===== src/rtl/parking_pkg.sv =====
// ---------------------------------------------------------------------------
// parking_pkg
//   Shared definitions for the parking request front-end:
//     PLATE_W / FLOOR_W : widths of a license plate (4 BCD digits) and floor.
//     req_kind_e        : kind of the request presented to the controller.
//     fifo_entry_t      : one queued in/out request (direction bit + plate).
//     plate_is_valid()  : every nibble is a BCD digit and the plate is non-zero.
// ---------------------------------------------------------------------------
package parking_pkg;

    localparam int PLATE_W = 16;
    localparam int FLOOR_W = 3;

    typedef enum logic [1:0] {
        REQ_IN   = 2'd0,
        REQ_OUT  = 2'd1,
        REQ_LEAK = 2'd2
    } req_kind_e;

    // is_out=0 -> entry request, is_out=1 -> exit request.
    typedef struct packed {
        logic               is_out;
        logic [PLATE_W-1:0] plate;
    } fifo_entry_t;

    localparam int ENTRY_W = $bits(fifo_entry_t);

    function automatic logic plate_is_valid(input logic [PLATE_W-1:0] plate);
        logic ok;
        ok = (plate != '0);
        for (int i = 0; i < PLATE_W / 4; i++) begin
            if (plate[i*4 +: 4] > 4'd9) begin
                ok = 1'b0;
            end
        end
        return ok;
    endfunction

endpackage


===== src/rtl/parking_req_fifo.sv =====
// ---------------------------------------------------------------------------
// parking_req_fifo
//   Synchronous FIFO holding queued in/out requests.
//   Ports:
//     clock, reset      : clock, asynchronous active-low reset
//     push_i, data_i    : write request and entry; a push while full is
//                         accepted only when a pop happens in the same cycle
//     pop_i             : remove head; ignored when empty
//     data_o            : current head entry (meaningful when !empty_o)
//     full_o, empty_o   : occupancy flags
//     count_o           : number of stored entries, 0..DEPTH
//     push_ok_o         : the push of this cycle is being accepted
// ---------------------------------------------------------------------------
module parking_req_fifo
    import parking_pkg::*;
#(
    parameter int DEPTH = 8,
    parameter int CNT_W = 4
) (
    input  logic               clock,
    input  logic               reset,
    input  logic               push_i,
    input  logic [ENTRY_W-1:0] data_i,
    input  logic               pop_i,
    output logic [ENTRY_W-1:0] data_o,
    output logic               full_o,
    output logic               empty_o,
    output logic [CNT_W-1:0]   count_o,
    output logic               push_ok_o
);

    localparam int AW = $clog2(DEPTH);

    logic [ENTRY_W-1:0] mem_q [DEPTH];
    logic [AW-1:0]      wr_ptr_q, wr_ptr_d;
    logic [AW-1:0]      rd_ptr_q, rd_ptr_d;
    logic [CNT_W-1:0]   count_q, count_d;
    logic               do_push;
    logic               do_pop;

    assign empty_o = (count_q == '0);
    assign full_o  = (count_q == CNT_W'(DEPTH));
    assign do_pop  = pop_i && !empty_o;
    // When full, the slot freed by a same-cycle pop takes the new entry.
    assign do_push = push_i && (!full_o || do_pop);

    assign data_o    = mem_q[rd_ptr_q];
    assign count_o   = count_q;
    assign push_ok_o = do_push;

    always_comb begin
        wr_ptr_d = wr_ptr_q;
        rd_ptr_d = rd_ptr_q;
        count_d  = count_q;
        // Pointers are AW bits wide, so DEPTH being a power of 2 gives the wrap.
        if (do_push) begin
            wr_ptr_d = wr_ptr_q + 1'b1;
        end
        if (do_pop) begin
            rd_ptr_d = rd_ptr_q + 1'b1;
        end
        case ({do_push, do_pop})
            2'b10:   count_d = count_q + 1'b1;
            2'b01:   count_d = count_q - 1'b1;
            default: count_d = count_q;
        endcase
    end

    always_ff @(posedge clock or negedge reset) begin
        if (!reset) begin
            wr_ptr_q <= '0;
            rd_ptr_q <= '0;
            count_q  <= '0;
        end else begin
            wr_ptr_q <= wr_ptr_d;
            rd_ptr_q <= rd_ptr_d;
            count_q  <= count_d;
        end
    end

    // Storage needs no reset: an entry is only read after it was written.
    always_ff @(posedge clock) begin
        if (do_push) begin
            mem_q[wr_ptr_q] <= data_i;
        end
    end

endmodule


===== src/rtl/parking_request_queue.sv =====
// ---------------------------------------------------------------------------
// parking_request_queue
//   Validates raw panel inputs into requests, queues in/out requests in a
//   FIFO, keeps leakage evacuations in a one-entry priority slot, and
//   presents one request at a time to the parking controller.
//
//   Handshake: todo_exists=1 means a request is presented on todo_*; the
//   controller takes it by raising todo_pop in that cycle, and the item is
//   removed at the next rising edge. todo_pop while todo_exists=0 is ignored.
//   todo_* depend on registered state only, never on this cycle's inputs.
//
//   Ports:
//     clock, reset          : clock, asynchronous active-low reset
//     license_plate         : four BCD digits, [15:12] most significant
//     in_mode, out_mode     : entry / exit request, one request per cycle high
//     leakage, leakage_floor: leakage level and its floor (1..7)
//     todo_pop              : controller consumes the presented request
//     todo_exists           : a request is presented
//     todo_in/out/leak_move : kind of the presented request
//     todo_license_plate    : plate (0 for leakage requests)
//     todo_leak_floor       : leak floor (0 for in/out requests)
//     queue_count           : FIFO occupancy, excluding the priority slot
//     overflow              : pulse, a valid in/out request was dropped
//     bad_request           : pulse, a request was rejected
// ---------------------------------------------------------------------------
module parking_request_queue
    import parking_pkg::*;
#(
    parameter int DEPTH = 8,
    parameter int CNT_W = 4
) (
    input  logic               clock,
    input  logic               reset,
    input  logic [PLATE_W-1:0] license_plate,
    input  logic               in_mode,
    input  logic               out_mode,
    input  logic               leakage,
    input  logic [FLOOR_W-1:0] leakage_floor,
    input  logic               todo_pop,
    output logic               todo_exists,
    output logic               todo_in,
    output logic               todo_out,
    output logic               todo_leak_move,
    output logic [PLATE_W-1:0] todo_license_plate,
    output logic [FLOOR_W-1:0] todo_leak_floor,
    output logic [CNT_W-1:0]   queue_count,
    output logic               overflow,
    output logic               bad_request
);

    // Request validation
    logic plate_ok;
    logic one_dir;
    logic both_dir;
    logic push_req;
    logic plate_bad;

    assign plate_ok  = plate_is_valid(license_plate);
    assign one_dir   = in_mode ^ out_mode;
    assign both_dir  = in_mode & out_mode;
    assign push_req  = one_dir & plate_ok;
    assign plate_bad = one_dir & ~plate_ok;

    // Leak event: rising edge, or a new floor while leakage stays high.
    logic               prev_leak_q;
    logic [FLOOR_W-1:0] prev_floor_q;
    logic               leak_event;
    logic               leak_load;
    logic               leak_bad;

    assign leak_event = leakage & (~prev_leak_q | (leakage_floor != prev_floor_q));
    assign leak_load  = leak_event & (leakage_floor != '0);
    assign leak_bad   = leak_event & (leakage_floor == '0);

    // Priority slot and FIFO
    logic               slot_full_q,  slot_full_d;
    logic [FLOOR_W-1:0] slot_floor_q, slot_floor_d;

    fifo_entry_t        push_entry;
    fifo_entry_t        head_entry;
    logic [ENTRY_W-1:0] head_bits;
    logic               fifo_full;
    logic               fifo_empty;
    logic               fifo_pop;
    logic               fifo_push_ok;
    logic [CNT_W-1:0]   fifo_count;

    // A pop always goes to the slot first; only then can it reach the FIFO.
    assign fifo_pop   = todo_pop & ~slot_full_q & ~fifo_empty;
    assign push_entry = '{is_out: out_mode, plate: license_plate};
    assign head_entry = fifo_entry_t'(head_bits);

    parking_req_fifo #(
        .DEPTH (DEPTH),
        .CNT_W (CNT_W)
    ) u_fifo (
        .clock     (clock),
        .reset     (reset),
        .push_i    (push_req),
        .data_i    (push_entry),
        .pop_i     (fifo_pop),
        .data_o    (head_bits),
        .full_o    (fifo_full),
        .empty_o   (fifo_empty),
        .count_o   (fifo_count),
        .push_ok_o (fifo_push_ok)
    );

    always_comb begin
        slot_full_d  = slot_full_q;
        slot_floor_d = slot_floor_q;
        // A new leak event beats a same-cycle pop of the slot: latest floor wins.
        if (leak_load) begin
            slot_full_d  = 1'b1;
            slot_floor_d = leakage_floor;
        end else if (todo_pop && slot_full_q) begin
            slot_full_d  = 1'b0;
            slot_floor_d = '0;
        end
    end

    // Status pulses
    logic overflow_q, overflow_d;
    logic bad_q, bad_d;

    assign overflow_d = push_req & ~fifo_push_ok;
    assign bad_d      = plate_bad | both_dir | leak_bad;

    always_ff @(posedge clock or negedge reset) begin
        if (!reset) begin
            prev_leak_q  <= 1'b0;
            prev_floor_q <= '0;
            slot_full_q  <= 1'b0;
            slot_floor_q <= '0;
            overflow_q   <= 1'b0;
            bad_q        <= 1'b0;
        end else begin
            prev_leak_q  <= leakage;
            prev_floor_q <= leakage_floor;
            slot_full_q  <= slot_full_d;
            slot_floor_q <= slot_floor_d;
            overflow_q   <= overflow_d;
            bad_q        <= bad_d;
        end
    end

    // Output mux: decide the presented kind, then decode it.
    req_kind_e present_kind;
    logic      present_valid;

    always_comb begin
        present_valid = 1'b0;
        present_kind  = REQ_IN;
        if (slot_full_q) begin
            present_valid = 1'b1;
            present_kind  = REQ_LEAK;
        end else if (!fifo_empty) begin
            present_valid = 1'b1;
            present_kind  = head_entry.is_out ? REQ_OUT : REQ_IN;
        end
    end

    always_comb begin
        todo_exists        = present_valid;
        todo_in            = 1'b0;
        todo_out           = 1'b0;
        todo_leak_move     = 1'b0;
        todo_license_plate = '0;
        todo_leak_floor    = '0;
        if (present_valid) begin
            case (present_kind)
                REQ_LEAK: begin
                    todo_leak_move  = 1'b1;
                    todo_leak_floor = slot_floor_q;
                end
                REQ_OUT: begin
                    todo_out           = 1'b1;
                    todo_license_plate = head_entry.plate;
                end
                default: begin
                    todo_in            = 1'b1;
                    todo_license_plate = head_entry.plate;
                end
            endcase
        end
    end

    assign queue_count = fifo_count;
    assign overflow    = overflow_q;
    assign bad_request = bad_q;

endmodule


===== config.mk =====
export PLATFORM = sky130hd
export DESIGN_NAME = parking_request_queue
export DESIGN_NICKNAME = d
export VERILOG_FILES = /design/src/rtl/parking_pkg.sv /design/src/rtl/parking_req_fifo.sv /design/src/rtl/parking_request_queue.sv
export SDC_FILE = /design/constraint.sdc
export NUM_CORES = 1
export LEC_CHECK = 0
export BUFFER_PORTS_ARGS = -buffer_cell sky130_fd_sc_hd__buf_2
export CAP_MARGIN = 15
export CORE_MARGIN = 1
export CORE_UTILIZATION = 55
export DETAILED_ROUTE_END_ITERATION = 6
export PLACE_DENSITY_LB_ADDON = 0.25
export REMOVE_ABC_BUFFERS = 1
export SLEW_MARGIN = 20
export SYNTH_ARGS = -nofsm -noshare
export SYNTH_HDL_FRONTEND = slang
export SYNTH_SLANG_ARGS = --single-unit

===== constraint.sdc =====
create_clock -name clock -period 3.8 [get_ports clock]
set_input_delay 0.38 -clock clock [delete_from_list [all_inputs] [get_ports clock]]
set_output_delay 0.38 -clock clock [all_outputs]
set_load 0.01 [all_outputs]

==> results of run 1 <==
per-stage QoR:
| step | hold slack (ps) | instance area [sq um] | utilization (%) | cells | setup WS [ps] |
|---|---|---|---|---|---|
| global route | 70.7 | 7450 | 67.6 | 544 | 727 |
| floorplan | 84.4 | 6240 | - | 308 | 525 |
| global placement | 345 | 6840 | 62.0 | 512 | 1110 |
| CTS | 72.9 | 7450 | 67.6 | 544 | 838 |
| detailed placement | 354 | 6840 | 62.0 | 512 | 1020 |
| finish | 91.0 | 7460 | 67.6 | 545 | 910 |
layer usage:
layer  up-vias  share of wire, %
li1       1444                 -
met1      1684                41
met2       119                52
met5         -                 0
met3        13               6.0
met4         0               1.1
placed cells by master, fill, tap and decap left out, drive strengths merged, types with 4 or more instances in the layout:
cell      synthesis  layout
edfxtp          136     136
buf              14      64
mux4             34      34
nor2             21      21
dfrtp            20      20
clkbuf            3      19
mux2i            17      17
nor4              9       9
xnor2             8       8
o21ai             7       7
inv               6       6
ha                6       6
nand2             4       4
and2              4       4
xor2              4       4
bufinv            0       4
clkinvlp          0       4
nand3             4       4
clkinv            0       4
logic make-up after synthesis:
family	share of synthesized area, %
xor+xnor	1.65
compound gates	1.93
simple gates	5.63
mux	15.3
buf+inv	2.11
fa+ha+maj	1.18
flops	72.2
registers in the layout, summed over array words and instances (netlist names):
signal           count
prev_leak_q          1
prev_floor_q         3
u_fifo.mem_q       136
u_fifo.wr_ptr_q      3
u_fifo.count_o       4
slot_full_q          1
u_fifo.rd_ptr_q      3
slot_floor_q         3
bad_request          1
overflow             1
repair_timing:
item / in CTS / in global routing
gates resized for setup: 0 / 0
hold buffers: 1 / 0
endpoints found under the hold margin: 20 / 0
power breakdown:
part | switching [mW] | internal (mW) | total (mW) | leakage (nW)
Clock | 0.633 | 1.09 | 1.72 | 0.282
Sequential | 0.285 | 1.96 | 2.25 | 1.46
Combinational | 0.521 | 0.664 | 1.18 | 0.879
Total | 1.44 | 3.72 | 5.16 | 2.62
layout make-up:
cell class	count	area, sq um	share of cell area [%]
multi-input cells	146	1680	22.6
clock inverters	12	173	2.32
diodes	1	2.50	0.0336
repair buffers	65	383	5.13
well taps	140	175	2.35
inverters	6	22.5	0.302
clock buffers	19	433	5.81
flip-flops and latches	156	4590	61.5
final timing paths:
check | startpoint | end | slack (ps) | depth (start not counted)
setup / recovery | u_fifo.rd_ptr_q[0] | todo_license_plate[14] | 910 | 5
hold / removal | leakage | prev_leak_q | 90 | 1
setup reg to reg | slot_full_q | u_fifo.mem_q[6][1] | 1330 | 5
hold reg to reg | slot_floor_q[0] | slot_floor_q[0] | 520 | 1
max in group asynchronous | reset | u_fifo.rd_ptr_q[0] | 2990 | 2
min in group asynchronous | reset | prev_leak_q | 480 | 2
worst register-to-register path: cells and delay by family, from the launching register on:
family	cells	cell delay, ps
AO/OA/AOI/OAI	1	240
buffers and inverters	1	380
AND/OR/NAND/NOR	3	1080
flip-flops	1	460
==> results.txt, run 1 <==
First-pass GRT wire length - 18.9 mm
Number of synthesized flops with an enable pin - 136
Core area - 11000 sq um
Relative slew slack - 39.1%
CP Cell Sequence - buf_12, mux4_2, mux2i_1, nor2_1, buf_2
IO Port Bufs - 53
Fin crit period - 2890 ps
Status - complete, no violations
Die height - 109 microns
Busiest grt layer - met2
Total grt overflow - 0
Top-area cell type share of the netlist area - 64.3%
Post-Syn Instances - 325
Via count - 3260
Syn. warnings - 0
GRT Total Usage - 22.9%
Critical Path AT - 2510 ps
Req. time, crit path - 3420 ps
Pwr dens - 691 nW/um^2
Total Power - 5.16 mW
Clock-pin slew on the worst setup and hold paths - 60 ps
P_leak - 2.62 nW
DR WL/cell - 23.0 microns
Post-Syn Area - 6350 sq um
Met2 global-route usage - 37.1%
Main synth FF type - edfxtp_1
Worst Path Max Fanout - 21
Met3 Use GR - 5.99%
Critical path type - flop to output pin
Register area share after synthesis - 72.2%
Antenna violations before repair - 1
Max Freq - 346 MHz
RSZ-0062 raised after global routing - false
Actual slew at the worst max-slew pin - 913 ps
Post-detail-place hpwl - 7.72 mm
Pin count of the biggest net entering global routing - 22
Post-route clock skew - 7.95 ps
Nets@finish - 423
Filler Cell Count - 717
Post-synth ARST share - 12.8%
Total CTS buffers - 17
Die X - 109 microns
Final weighted congestion in routability-driven placement - 0.745
DR iter-0 viols - 255
Worst-Skew Late Latency - 410 ps
Drt first pass iters - 4
Count leader, synth - edfxtp_1
H-tree depth - 4
Synth cell count leaders - edfxtp_1 (136), mux4_2 (34), nor2_1 (21)
CTS tree - yes
CTS sink count - 156
Fin. Hold Viols - 0
WL final - 12.5 mm
Register bit total from synthesis - 156
Drt drc - 0
Starting Density - 57.6%
Synth top area cells - edfxtp_1 (64%), mux4_2 (12%), dfrtp_1 (7.9%), mux2i_1 (2.7%), nor2_1 (1.2%)
CP endpoint kind - output pin
Slowest stage delay, CP - 860 ps
Via density - 5.98
Fin Setup TNS - 0 ps
Bufs and invs on worst path - 2
Die area - 12000 sq um
Crit start category - flop
Vias in the first global route - 3334
Routed Antenna Nets - 0
MaxCap Viol Count - 0
Rows - 38
Max-slew violations - 0
Clock Path Buffers - 2
Leading area contributor after synthesis - edfxtp_1
Io pins - 54
CP delay by family, top - flip-flops
# setup viols final - 0
Post-synthesis cell type count - 40
Met1 Track Usage GR - 30.8%
Root Buffer - clkbuf_16
Final Cycle Share - 76.1%
Post-CTS Setup Bufs - 0
Layout cells sized above 1 - 35.4%
Critical path's slowest cell - dfrtp_2
Area growth syn-to-layout - 17.4%
Peak supply drop - 0.000428 V
Hold Path Class - input port to flop
Syn avg cell area - 19.5 sq um
Power figures use the tool's default switching activity.
==> run 2: changes to the inputs <==
Settings changed: ABC_AREA set to 1, CORE_UTILIZATION 55 to 54.
Clock period 3.8 ns to 2.6 ns, I/O delays scaled along.
==> run 2 against run 1 <==
  * Combinational power rose by 95%
  * Synthesized cell count rose by 75%
  * Core utilization fell by 3.7 points
  * Setup slack got worse by 740 ps
  * Count of clock-buffer cells in the layout rose by 5
  * Die area rose by 5.7%
  * Clock skew fell by 1.6 ps
  * Sequential share of layout area fell by 1.5 points
  * Non-clock buffer count rose by 9
  * Flip-flop and latch count did not move
  * Power rose by 48%
  * Largest power group unchanged
==> results.txt, run 2 <==
Routed Antenna Nets - 0
IO Port Bufs - 53
Register bit total from synthesis - 156
Most common cell after layout, fill and taps aside - edfxtp_1
CTS tree - yes
Hold Path Class - input port to flop
Peak supply drop - 0.000554 V
Diodes inserted - 0
Area growth syn-to-layout - 15.8%
Antenna violations before repair - 0
Pwr dens - 1000 nW/um^2
Total grt overflow - 0
CTS sink count - 156
Core area - 12000 sq um
Top-area cell type share of the netlist area - 61.9%
Die X - 113 microns
Number of synthesized flops with an enable pin - 136
Register area share after synthesis - 69.4%
Core Util, Final - 63.9%
Max Freq - 412 MHz
Drt drc - 0
Pre-CTS WS - 412 ps
Rows - 40
Max reg flops - 136
WL final - 14.2 mm
Max-slew violations - 0
Critical Path AT - 2170 ps
Die area - 12700 sq um
Relative slew slack - 63.4%
Root Buffer - clkbuf_16
Clock-pin slew on the worst setup and hold paths - 60 ps
Syn avg cell area - 11.6 sq um
Main synth FF type - edfxtp_1
Post-detail-place hpwl - 8.12 mm
Vias in the first global route - 4391
Pin count of the biggest net entering global routing - 71
Critical path type - flop to output pin
Total CTS buffers - 17
CP endpoint kind - output pin
Post-synthesis cell type count - 33
Count leader, synth - edfxtp_1
H-tree depth - 4
Actual slew at the worst max-slew pin - 548 ps
DR WL/cell - 17.9 microns
Post-synth ARST share - 12.8%
Final instance area - 7640 sq um
DR iter-0 viols - 432
Post-Syn Area - 6600 sq um
Post-Syn Instances - 568
Via density - 5.59
Die height - 113 microns
Io pins - 54
First-pass GRT wire length - 22.7 mm
Final weighted congestion in routability-driven placement - 0.760
Drt first pass iters - 5
Worst-Skew Late Latency - 420 ps
Req. time, crit path - 2340 ps
MaxCap Viol Count - 0
Most frequent cells in the layout - edfxtp_1 (136), nand2_1 (102), nor2_1 (87), buf_2 (53), o21ai_0 (43)
GRT Total Usage - 24.3%
Final Cycle Share - 93.3%
Layout cells sized above 1 - 18.7%
Synth top area cells - edfxtp_1 (62%), dfrtp_1 (7.6%), nand2_1 (5.8%), nor2_1 (4.9%), o21ai_0 (3.3%)
# setup viols final - 0
Worst Path Max Fanout - 70
Fin. Hold Viols - 0
Nets@finish - 664
Post-DP Area - 7030 sq um
Fin crit period - 2430 ps
Starting Density - 55.2%
Post-route clock skew - 6.35 ps
P_leak - 2.92 nW
Leading area contributor after synthesis - edfxtp_1
Clock Path Buffers - 2
RSZ-0062 raised after global routing - false
Status - complete, no violations
Reg with most FFs - u_fifo.mem_q
Synth cell count leaders - edfxtp_1 (136), nand2_1 (102), nor2_1 (87)
Syn. warnings - 0
Via count - 4435
Setup ws final - 175 ps
Crit start category - flop
==> run 2: kinds of logic after synthesis <==
kind of cell               after synthesis  share of synthesized area [%]
xor gates and xnor gates                 9                           1.19
and+or+nand+nor                        266                           17.6
AOI/OAI and AO/OA                       84                           6.52
buffers and inverters                   47                           4.06
DFF                                    156                           69.4
adders and majority gates                6                           1.14
==> run 2: path summary, 6_finish.rpt <==
kind	depth (start not counted)	start	slack (ps)	to
worst max-delay path	6	u_fifo.rd_ptr_q[0]	170	todo_license_plate[9]
worst min-delay path	1	leakage_floor[1]	10	prev_floor_q[1]
worst max register to register	10	u_fifo.count_o[0]	470	u_fifo.count_o[2]
worst min register to register	2	slot_floor_q[1]	500	slot_floor_q[1]
max in group asynchronous	2	reset	1930	u_fifo.rd_ptr_q[0]
min in group asynchronous	2	reset	330	u_fifo.wr_ptr_q[2]
==> run 2: layout make-up <==
type,instances,area (sq um)
multi-input cells,365,1790
clock inverters,8,90.1
flip-flops and latches,156,4590
clock buffers,24,482
well taps,147,184
fillers,912,4320
inverters,19,76.3
repair buffers,74,434
==> run 2: stage by stage <==
step | hold WS (ps) | setup TNS, ps | total power [mW] | cells
4_1_cts | 1.37 | 0 | 7.68 | 793
3_5_place_dp | 235 | 0 | 5.31 | 758
2_1_floorplan | -35.6 | -458 | 4.45 | 540
3_3_place_gp | 228 | 0 | 5.23 | 758
6_report | 12.4 | 0 | 7.65 | 793
5_1_grt | 14.9 | 0 | 8.05 | 793
==> run 2: routing by layer <==
| metal | part of all wire (%) | routed length [microns] | vias up | global-route usage (%) |
|---|---|---|---|---|
| li1 | - | - | 2112 | - |
| met4 | 2.5 | 351 | 0 | 11.3 |
| met1 | 44 | 6170 | 2149 | 33.2 |
| met3 | 4.7 | 669 | 27 | 4.27 |
| met2 | 49 | 6980 | 147 | 38.4 |
| met5 | 0 | 0 | - | 0 |
==> run 2: where the power goes <==
group / internal, mW / switching [mW]
Sequential: 2.86 / 0.125
Combinational: 0.729 / 1.57
Clock: 1.48 / 0.884
Total: 5.07 / 2.58
==> run 2: worst max-delay path: stages (launching register included) <==
cell     delay, ps
dfrtp_2        410
buf_6          460
nor2_1          90
o21ai_0        200
a21oi_1        100
nor3_1         280
buf_2          200
==> run 2: what timing repair did <==
item / 4_1_cts / 5_1_grt
endpoints found under the hold margin: 22 / 0
resized for setup: 0 / 2
buffers inserted: 0 / 0
hold buffers: 3 / 0
endpoints found under the setup margin: 0 / 7
